File: config.mk
export PLATFORM = sky130hd
export DESIGN_NAME = uart_tx
export DESIGN_NICKNAME = d
export VERILOG_FILES = /design/src/rtl/uart_pkg.sv /design/src/rtl/uart_baud_gen.sv /design/src/rtl/uart_tx.sv
export SDC_FILE = /design/constraint.sdc
export NUM_CORES = 1
export LEC_CHECK = 0
export BUFFER_PORTS_ARGS = -buffer_cell sky130_fd_sc_hd__buf_2
export CAP_MARGIN = 10
export CELL_PAD_IN_SITES_DETAIL_PLACEMENT = 0
export CELL_PAD_IN_SITES_GLOBAL_PLACEMENT = 1
export CORE_ASPECT_RATIO = 1.5
export CORE_UTILIZATION = 46
export CTS_CLUSTER_DIAMETER = 60
export CTS_CLUSTER_SIZE = 14
export DETAILED_ROUTE_END_ITERATION = 6
export PLACE_DENSITY = 0.91
export SLEW_MARGIN = 25
export SYNTH_ARGS = -nofsm -noshare
export SYNTH_HDL_FRONTEND = slang
export SYNTH_SLANG_ARGS = --single-unit
export TNS_END_PERCENT = 5
File: constraint.sdc
create_clock -name clk -period 5.3 [get_ports clk]
set_input_delay 0 -clock clk [delete_from_list [all_inputs] [get_ports clk]]
set_output_delay 0 -clock clk [all_outputs]
set_load 0.02 [all_outputs]
File: src/rtl/uart_pkg.sv
// Shared UART definitions: FSM state encoding, default baud divisor and frame geometry.
// Kept separate so the receiver can reuse the same encoding and constants.
package uart_pkg;

   typedef enum logic [1:0] {IDLE, START, DATA, STOP} uart_state_t;

   // 50 MHz clock, 115200 baud
   localparam int CLKS_PER_BIT_DEF = 434;
   localparam int DATA_BITS        = 8;
   localparam int FRAME_BITS       = 10;

endpackage

File: src/rtl/uart_baud_gen.sv
// Baud counter: counts 0..CLKS_PER_BIT-1 and flags the last cycle of each serial bit.
module uart_baud_gen
   import uart_pkg::*;
#(
   parameter int CLKS_PER_BIT = CLKS_PER_BIT_DEF
) (
   input  logic clk,
   input  logic rst,
   input  logic clear,
   output logic bit_tick
);

   localparam int CNT_W = (CLKS_PER_BIT > 1) ? $clog2(CLKS_PER_BIT) : 1;

   logic [CNT_W-1:0] count;

   always_ff @(posedge clk) begin
      if (rst || clear) count <= '0;
      else              count <= count + CNT_W'(1);
   end

   assign bit_tick = (count == CNT_W'(CLKS_PER_BIT - 1));

endmodule

File: src/rtl/uart_tx.sv
// 8N1 UART transmitter: start bit, 8 data bits LSB first, stop bit; every output is registered.
module uart_tx
   import uart_pkg::*;
#(
   parameter int CLKS_PER_BIT = CLKS_PER_BIT_DEF
) (
   input  logic       clk,
   input  logic       rst,
   input  logic       uart_send,
   input  logic [7:0] data,
   output logic       uart_ready,
   output logic       tx,
   output logic       tx_done
);

   uart_state_t          state;
   logic [DATA_BITS-1:0] shreg;
   logic [2:0]           bit_idx;
   logic                 bit_tick;
   logic                 baud_clear;
   logic                 accept;

   assign accept = uart_ready & uart_send;

   // Holding the counter clear while idle makes acceptance start a fresh bit period.
   assign baud_clear = (state == IDLE) | bit_tick;

   uart_baud_gen #(.CLKS_PER_BIT(CLKS_PER_BIT)) u_baud (
      .clk      (clk),
      .rst      (rst),
      .clear    (baud_clear),
      .bit_tick (bit_tick)
   );

   always_ff @(posedge clk) begin
      if (rst) begin
         state      <= IDLE;
         shreg      <= '0;
         bit_idx    <= '0;
         tx         <= 1'b1;
         uart_ready <= 1'b1;
         tx_done    <= 1'b0;
      end else begin
         tx_done <= 1'b0;
         case (state)
            IDLE: if (accept) begin
               shreg      <= data;
               state      <= START;
               tx         <= 1'b0;
               uart_ready <= 1'b0;
            end
            START: if (bit_tick) begin
               tx    <= shreg[0];
               shreg <= shreg >> 1;
               state <= DATA;
            end
            DATA: if (bit_tick) begin
               if (bit_idx == 3'(DATA_BITS - 1)) begin
                  tx      <= 1'b1;
                  bit_idx <= '0;
                  state   <= STOP;
               end else begin
                  tx      <= shreg[0];
                  shreg   <= shreg >> 1;
                  bit_idx <= bit_idx + 3'd1;
               end
            end
            STOP: if (bit_tick) begin
               state      <= IDLE;
               uart_ready <= 1'b1;
               tx_done    <= 1'b1;
            end
            default: state <= IDLE;
         endcase
      end
   end

endmodule
Yosys cells after proc, flatten, opt, wreduce, memory -nomap -nowiden
Index checks and enable logic that the tools add are counted.

Register bits after elaboration: 25. Bits in latches: 0. RAM bits: 0. Bits in read-only memories: 0. Input bits: 11. Output and inout port bits: 3. Word-level logic and storage cells: 53. Memories: 0.

Add/subtract/negate cells: 2. Multiply operators: 0. Divide/modulo/power cells: 0. Order comparisons: 0. Equal/unequal tests: 11. Shift operators: 0. Multiplexer cells: 20. Bitwise operators: 3. Reduce and logical (&&, ||, !) cells: 10.

Operator list (count): $mux W8 (4); $pmux W8 S3 (1); $ne A2 B2 Y1 const B (6); $mux W2 (5); $reduce_and A5 Y1 (2); $add A9 B1 Y9 const B (1); $eq A9 B9 Y1 const B (1); $pmux W2 S4 (1); $mux W1 (6); $eq A2 B2 Y1 const B (2); $reduce_and A4 Y1 (1); $add A3 B1 Y3 const B (1); $eq A3 B3 Y1 const B (1); $mux W3 (1); $pmux W1 S3 (1); $reduce_and A3 Y1 (1); $reduce_bool A3 Y1 (1); $eq A2 B1 Y1 const B (1); $logic_not A2 Y1 (1); $pmux W1 S2 (1); $reduce_and A2 Y1 (1); $reduce_bool A2 Y1 (1); $reduce_or A2 Y1 (1); $and A1 B1 Y1 (1); 3 further kinds (3).

Longest topological paths before layout
Gate-level depths: netlist of run 1.

Word-level depth: 4. Gate-level depth with buffers: 7. Mapped depth without buffers: 6.

By module
A second synthesis of run 1 with hierarchy kept.

Cells, all modules: 142. Area total of the unflattened synthesis: 1332.5 µm².

By module, submodules not included: uart_tx (instances 1, cells each 97, area an instance 938.4 µm²); uart_baud_gen (instances 1, cells each 45, area an instance 394.1 µm²).

Least setup slack after synthesis of run 1
No wires, ideal clock.

Kind: register -> register. From: reg state[0]. To: reg state[1]. Data arrival time: 1672 ps. Data required time: 5213 ps. Slack: 3541 ps. Stages on the path, launching flop included: 7. Path buffers: 0. Cell sequence: dfxtp_1 -> inv_1 -> ha_1 -> or2_2 -> o32a_1 -> or4b_1 -> o31ai_1.

Cells in the longest elaborated chain, start to end: 3.

Ends and longest elaborated chain: start: declaration (line uart_tx.sv:16) `uart_state_t state;`; start signal: assignment (line uart_tx.sv:37) `state <= IDLE;`; start signal: assignment (line uart_tx.sv:48) `state <= START;`; start signal: assignment (line uart_tx.sv:55) `state <= DATA;`; $eq A2 B2 Y1 (tied with other cells) (line uart_tx.sv:45) `case (state)`; $ne A2 B2 Y1 (no source line); $reduce_and A5 Y1 (no source line).

Several ways; a longest one is shown, not always the timed one. A chain may end at the register's enable or synchronous reset.

Final worst setup path of run 1
From: reg state[0]. To: reg shreg[1].

Cells in the longest elaborated chain, start to end: 3.

Ends and longest elaborated chain: $eq A2 B2 Y1 (tied with other cells) (line uart_tx.sv:45); $ne A2 B2 Y1 (no source line) or $reduce_bool A3 Y1 (tied branches); $reduce_and A5 Y1 (no source line); end signal: assignment (line uart_tx.sv:47) `shreg <= data;`; end signal: assignment (line uart_tx.sv:54) `shreg <= shreg >> 1;`; end signal: assignment (line uart_tx.sv:64) `shreg <= shreg >> 1;`; end: declaration (line uart_tx.sv:17) `logic [DATA_BITS-1:0] shreg;`.

Several ways; a longest one is shown, not always the timed one.

==> results of run 1 <==
path summary, 6_finish.rpt:
path | slack [ns] | cells after the start | endpoint
min | 0.02 | 3 | shreg[2]$_SDFFE_PP0P_
min reg2reg | 0.48 | 1 | u_baud.count[0]$_SDFF_PP0_
max | 3.26 | 6 | shreg[1]$_SDFFE_PP0P_
max reg2reg | 3.26 | 6 | shreg[1]$_SDFFE_PP0P_
logic make-up (layout without fill, tap and decap cells):
| group | Yosys count | after routing | synth area share |
|---|---|---|---|
| xor gates and xnor gates | 6 | 6 | 0.0428 |
| AOI/OAI and AO/OA | 29 | 29 | 0.159 |
| buffers and inverters | 10 | 22 | 0.0336 |
| and+or+nand+nor | 43 | 43 | 0.186 |
| DFF | 25 | 25 | 0.408 |
| muxes | 11 | 11 | 0.0897 |
| adders and majority gates | 8 | 8 | 0.0816 |
metrics by stage:
step                hold WS, ns  power [W]  instance area [µm²]
finish                   0.0225   0.000577                 1330
CTS                      0.0140   0.000587                 1330
global placement          0.257   0.000493                 1300
floorplan                 0.152   0.000450                 1230
detailed placement        0.259   0.000499                 1300
global route             0.0260   0.000625                 1330
placed cells by master (no fill, tap or decap):
cell / netlist / layout
a21boi_0: 1 / 1
a21oi_1: 12 / 12
a311oi_1: 7 / 7
a41o_1: 1 / 1
and2_1: 2 / 2
and3_1: 1 / 1
buf_2: 2 / 13
clkbuf_4: 0 / 3
clkinv_2: 0 / 1
dfxtp_1: 25 / 25
dlygate4sd3_1: 0 / 1
ha_1: 8 / 8
inv_1: 4 / 4
mux2i_1: 11 / 11
nand2_1: 6 / 6
nand2b_1: 2 / 2
nand3_1: 2 / 2
nand4_1: 1 / 1
nand4b_1: 1 / 1
nand4bb_1: 1 / 1
nor2_1: 16 / 16
nor2b_1: 1 / 1
nor3_1: 3 / 3
nor3b_2: 1 / 1
nor4b_1: 1 / 1
o21ai_0: 2 / 2
o21ai_1: 1 / 1
o21ai_2: 1 / 1
o21bai_1: 2 / 2
o31ai_1: 1 / 1
o32a_1: 1 / 1
or2_2: 1 / 1
or3_1: 3 / 3
or4b_1: 1 / 1
xnor2_1: 3 / 3
xor2_1: 3 / 3
repair_timing:
action	CTS	global route
resized for setup	0	0
hold endpoints to repair	1	0
hold buffers	1	0
power by group:
part           internal, W  switching (W)
combinational     0.000108       0.000143
sequential        0.000222      0.0000202
clock            0.0000283      0.0000560
sequential cells by signal (all words and copies together), names as in the netlist:
register      flops
bit_idx           3
shreg             8
state             2
tx                1
tx_done           1
u_baud.count      9
uart_ready        1
cell type report:
type / instances / area [µm²]
sequential: 25 / 500
inverter: 4 / 15.0
multi-input combinational: 97 / 686
timing repair buffer: 14 / 75.1
fill: 237 / 1140
clock buffer: 3 / 22.5
tap: 24 / 30.0
clock inverter: 1 / 5.00
worst reg2reg max path: stages (launching register included):
cell	delay, ns
dfxtp_1	0.41
inv_1	0.08
ha_1	0.28
nand2_1	0.28
nor3b_2	0.48
a21oi_1	0.13
a311oi_1	0.29
per-layer routing:
layer / up-vias / global-route usage
li1: 500 / -
met5: - / 0
met4: 0 / 0.0871
met3: 4 / 0.0192
met2: 15 / 0.366
met1: 467 / 0.160
==> results.yml, run 1 <==
outcome:
  status: "finished with violations"
  failed_checks: "design-rule violations"
die:
  rows: 22
  ios: 14
  die_w_um: 44.2
  start_util: 0.495
  die-area_um2: 2880
  die_h_um: 65.3
  core-area_um2: 2480
yosys:
  synth-seq-cells: 25
  synth_edf_count: 0
  avgSynthCellArea_um2: 9.30
  ys_seq_area_frac: 0.408
  synthDistinctLibCells: 36
  yosysWarningCount: 0
  synth_top_flop_cell: "dfxtp_1"
  netlist_area_um2: 1230
  synth_commonest_cells: "dfxtp_1 (25), nor2_1 (16), a21oi_1 (12)"
  synth_most_common_cell: "dfxtp_1"
  async_reset_ff_frac: 0
  netlist_instances: 132
  synth_top_cell_by_area: "dfxtp_1"
  synth.area.top_cells: "dfxtp_1 (41%), mux2i_1 (9.0%), ha_1 (8.2%), a311oi_1 (5.0%), a21oi_1 (4.9%)"
  syn_nets: 151
  synth_top_cell_area_share: 0.408
drt:
  vias: 986
  routed-wl-met2_um: 1350
  drt-wirelength-per-cell_um: 13.7
  firstDrtPassIters: 6
  wl_met1_um: 855
  wl_um: 2300
  drc_errors: 3
  ant_nets: 0
  drt-vias-per-instance: 5.87
  drt_iter0_drc: 20
  dr.max_layer_used: "met4"
  wl_met3_um: 56
worst_setup_path:
  arrival_ns: 2.27
  cp_top_family: "simple AND/OR/NAND/NOR gates"
  cp-startpoint: "state[0]$_SDFFE_PP0P_"
  start_kind: "flip-flop"
  path_cells: "inv_1 -> ha_1 -> nand2_1 -> nor3b_2 -> a21oi_1 -> a311oi_1"
  worstPathRequired_ns: 5.53
  cpMaxStageDelayCell: "nor3b_2"
  path_class: "flip-flop to flip-flop"
  crit_path_end_kind: "flip-flop"
  r2r-start: "state[0]$_SDFFE_PP0P_"
  cp_max_fo: 10
  path_buf_inv: 1
  critPathMaxStageDelay_ns: 0.48
sta:
  hold_viol_final: 0
  postLayoutSetupSlackWorst_ns: 3.26
  tns_ns: 0
  timing.slew.headroom: 0.580
  worst_pin_slew_ns: 0.626
  fin_skew_ns: 0.00651
  max_freq_mhz: 490
  post-route-period-util: 0.385
  setup_viol: 0
  finalMaxSlewViolations: 0
  fin_crit_ns: 2.04
  rsz0062_at_grt: "false"
run:
  maxCapViolCount: 0
cells_and_area:
  nets: 164
  area_growth_pct: 8.66
  fin_cells: 168
  drive_gt1_frac: 0.139
  final_util: 0.538
  n_antenna_cell: 0
placed_design:
  io_buffers: 13
  dp_cells: 163
  dp_hpwl_um: 1760
  dp_slack_ns: 3.29
  gp_congestion: 0.729
global_routing:
  grt.overflow.total: 0
  grt_util_all_layers: 0.179
  grt_pass1_vias: 1039
  antenna_found_initial: 0
  grt_start_max_net_pins: 22
  grt_pass1_wl_um: 3930
min_path:
  min_path_type: "input pin to flip-flop"
  hold_start: "data[2]"
power_and_ir_drop:
  vdd_drop_max_mv: 0.172
  powerDensity_nw_per_um2: 433
  leakagePower_nw: 0.538
cts:
  insertion_delay_ns: 0.32
  path_clk_slew_ns: 0.14
  htreeDepth: 1
  numCtsBuffers: 3
  cts_max_path_buffers: 2
  cts.sinks: 25
  cts-root-buf: "clkbuf_4"
  cts_tree: "built"
  post_cts_buffers: 0
Power figures use the tool's default switching activity.
==> run 2: changes to the inputs <==
--- a/config.mk
+++ b/config.mk
@@ -5,16 +5,17 @@
 export SDC_FILE = /design/constraint.sdc
 export NUM_CORES = 1
 export LEC_CHECK = 0
+export ABC_AREA = 1
 export BUFFER_PORTS_ARGS = -buffer_cell sky130_fd_sc_hd__buf_2
 export CAP_MARGIN = 10
 export CELL_PAD_IN_SITES_DETAIL_PLACEMENT = 0
 export CELL_PAD_IN_SITES_GLOBAL_PLACEMENT = 1
 export CORE_ASPECT_RATIO = 1.5
-export CORE_UTILIZATION = 46
+export CORE_UTILIZATION = 41
 export CTS_CLUSTER_DIAMETER = 60
 export CTS_CLUSTER_SIZE = 14
 export DETAILED_ROUTE_END_ITERATION = 6
-export PLACE_DENSITY = 0.91
+export PLACE_DENSITY = 0.87
 export SLEW_MARGIN = 25
 export SYNTH_ARGS = -nofsm -noshare
 export SYNTH_HDL_FRONTEND = slang
==> constraint.sdc (replaced) <==
create_clock -name clk -period 2 [get_ports clk]
set_input_delay 0 -clock clk [delete_from_list [all_inputs] [get_ports clk]]
set_output_delay 0 -clock clk [all_outputs]
set_load 0.02 [all_outputs]
==> run 2 against run 1 <==
The flow now finishes without violations. Combinational power grew to 3.2 times the previous value. Fmax grew 19%. Clock power grew to 3.7 times the previous value. Register-to-register slack lost 3.0 ns. Count of clock-buffer cells in the layout grew 1. Cell area grew 9.9%.
==> results.yml, run 2 <==
sta:
  tns_ns: 0
  fin_skew_ns: 0.00669
  fin_crit_ns: 1.72
  worst_pin_slew_ns: 0.296
  setup_viol: 0
  timing.slew.headroom: 0.802
  finalMaxSlewViolations: 0
  rsz0062_at_grt: "false"
  hold_viol_final: 0
  postLayoutSetupSlackWorst_ns: 0.282
  post-route-period-util: 0.859
  max_freq_mhz: 582
global_routing:
  grt_pass1_vias: 1060
  grt_busiest_layer: "met2"
  antenna_found_initial: 0
  use_met3: 0.0230
  grt_util_all_layers: 0.173
  grt.overflow.total: 0
  grt_pass1_wl_um: 4200
  grt_start_max_net_pins: 14
  met2_usage: 0.333
  use_met1: 0.159
die:
  rows: 24
  die_h_um: 70.7
  start_util: 0.438
  die-area_um2: 3380
  core-area_um2: 2940
  die_w_um: 47.8
  ios: 14
drt:
  ant_nets: 0
  drt_iter0_drc: 5
  drt-wirelength-per-cell_um: 10.9
  firstDrtPassIters: 2
  vias: 1114
  drt-vias-per-instance: 4.76
  wl_um: 2550
  drc_errors: 0
placed_design:
  dp_slack_ns: 0.264
  gp_congestion: 0.766
  dp_hpwl_um: 1970
  io_buffers: 13
power_and_ir_drop:
  power_w: 0.00177
  powerDensity_nw_per_um2: 1210
  vdd_drop_max_mv: 0.600
  leakagePower_nw: 0.677
yosys:
  synth_top_flop_cell: "dfxtp_1"
  netlist_instances: 177
  async_reset_ff_frac: 0
  netlist_area_um2: 1290
  synth_commonest_cells: "nand2_1 (39), nor2_1 (33), dfxtp_1 (25)"
  syn_nets: 196
  ys_seq_area_frac: 0.388
  avgSynthCellArea_um2: 7.29
  synth_edf_count: 0
  synth-seq-cells: 25
  synth_top_cell_area_share: 0.388
  synth_most_common_cell: "nand2_1"
  synth.area.top_cells: "dfxtp_1 (39%), nand2_1 (11%), nor2_1 (9.6%), ha_1 (7.8%), o21ai_0 (5.8%)"
  synth_top_cell_by_area: "dfxtp_1"
  yosysWarningCount: 0
  synthDistinctLibCells: 26
cts:
  cts-root-buf: "clkbuf_8"
  cts_max_path_buffers: 2
  numCtsBuffers: 3
  htreeDepth: 1
  cts.sinks: 25
  cts_tree: "built"
  cts_resized: 0
  insertion_delay_ns: 0.28
  hold_buffers: 2
  post_cts_buffers: 0
  path_clk_slew_ns: 0.09
run:
  maxCapViolCount: 0
min_path:
  min_path_type: "input pin to flip-flop"
worst_setup_path:
  cp_max_fo: 10
  path_class: "flip-flop to flip-flop"
  worstPathRequired_ns: 2.18
  start_kind: "flip-flop"
  arrival_ns: 1.90
  crit_path_end_kind: "flip-flop"
outcome:
  status: "finished, final reports clean"
cells_and_area:
  layout_common_cells: "nand2_1 (39), nor2_1 (33), dfxtp_1 (25), inv_1 (16), o21ai_0 (15)"
  area_growth_pct: 13.7
  nets: 215
  layout_commonest_cell: "nand2_1"
  fillers: 332
  top_register: "u_baud.count"
  largest_reg_flops: 9
  n_antenna_cell: 0
  largestRegisters: "u_baud.count: 9 flops, shreg: 8 flops, bit_idx: 3 flops"
  drive_gt1_frac: 0.169
-- run 2: cell types whose count changed in the layout (fill, tap and decap cells not counted), sizes merged, moves of 3 or more --
cell    before  now
a21oi       12    8
a311oi       7    0
inv          4   17
mux2i       11    0
nand2        6   42
nand3        2    9
nor2        16   38
o21ai        4   18
or3          3    0
xnor2        3    0
-- run 2: cells by family after synthesis --
family | after synthesis | synth area share
compound gates | 26 | 0.115
xor+xnor | 3 | 0.0204
fa+ha+maj | 8 | 0.0776
buf+inv | 21 | 0.0669
flops | 25 | 0.388
simple gates | 94 | 0.332
-- run 2: stage by stage --
stage / instances / utilization / instance area, µm² / hold slack, ns
floorplan: 177 / - / 1290 / 0.0691
global placement: 228 / 0.476 / 1400 / 0.172
detailed placement: 228 / 0.476 / 1400 / 0.177
CTS: 234 / 0.498 / 1470 / 0.0633
global route: 234 / 0.498 / 1470 / 0.0884
finish: 234 / 0.498 / 1470 / 0.0643
-- run 2: layer usage --
layer / part of all wire / vias up
met1: 0.40 / 505
li1: - / 592
met3: 0.024 / 5
met5: 0 / -
met4: 0.022 / 0
met2: 0.56 / 12
-- run 2: worst paths after layout --
path                                                  from                          to  slack (ns)  cells past startpoint
worst min register to register  u_baud.count[0]$_SDFF_PP0_  u_baud.count[0]$_SDFF_PP0_        0.47                      1
worst max-delay path                 state[0]$_SDFFE_PP0P_       shreg[6]$_SDFFE_PP0P_        0.28                      9
worst max register to register       state[0]$_SDFFE_PP0P_       shreg[6]$_SDFFE_PP0P_        0.28                      9
worst min-delay path                               data[2]       shreg[2]$_SDFFE_PP0P_        0.06                      5
-- run 2: worst max-delay path, stage by stage (launching register included) --
cell and delay (ns):
dfxtp_1 0.35, inv_1 0.09, ha_1 0.22, inv_1 0.10
a21oi_1 0.26, inv_1 0.15, nand3_4 0.17, clkinv_4 0.10
nor2_1 0.12, nor2_1 0.06
-- run 2: layout make-up --
type	count	area, µm²	area share
multi-input combinational	131	703	0.480
sequential	25	500	0.341
timing repair buffer	16	92.6	0.0631
inverter	19	76.3	0.0520
tap	39	48.8	0.0333
clock buffer	4	45.0	0.0307
-- run 2: power by group --
part	switching (W)	total, W	internal [W]
Sequential	0.0000626	0.000656	0.000593
Combinational	0.000521	0.000801	0.000281
Clock	0.000168	0.000311	0.000143
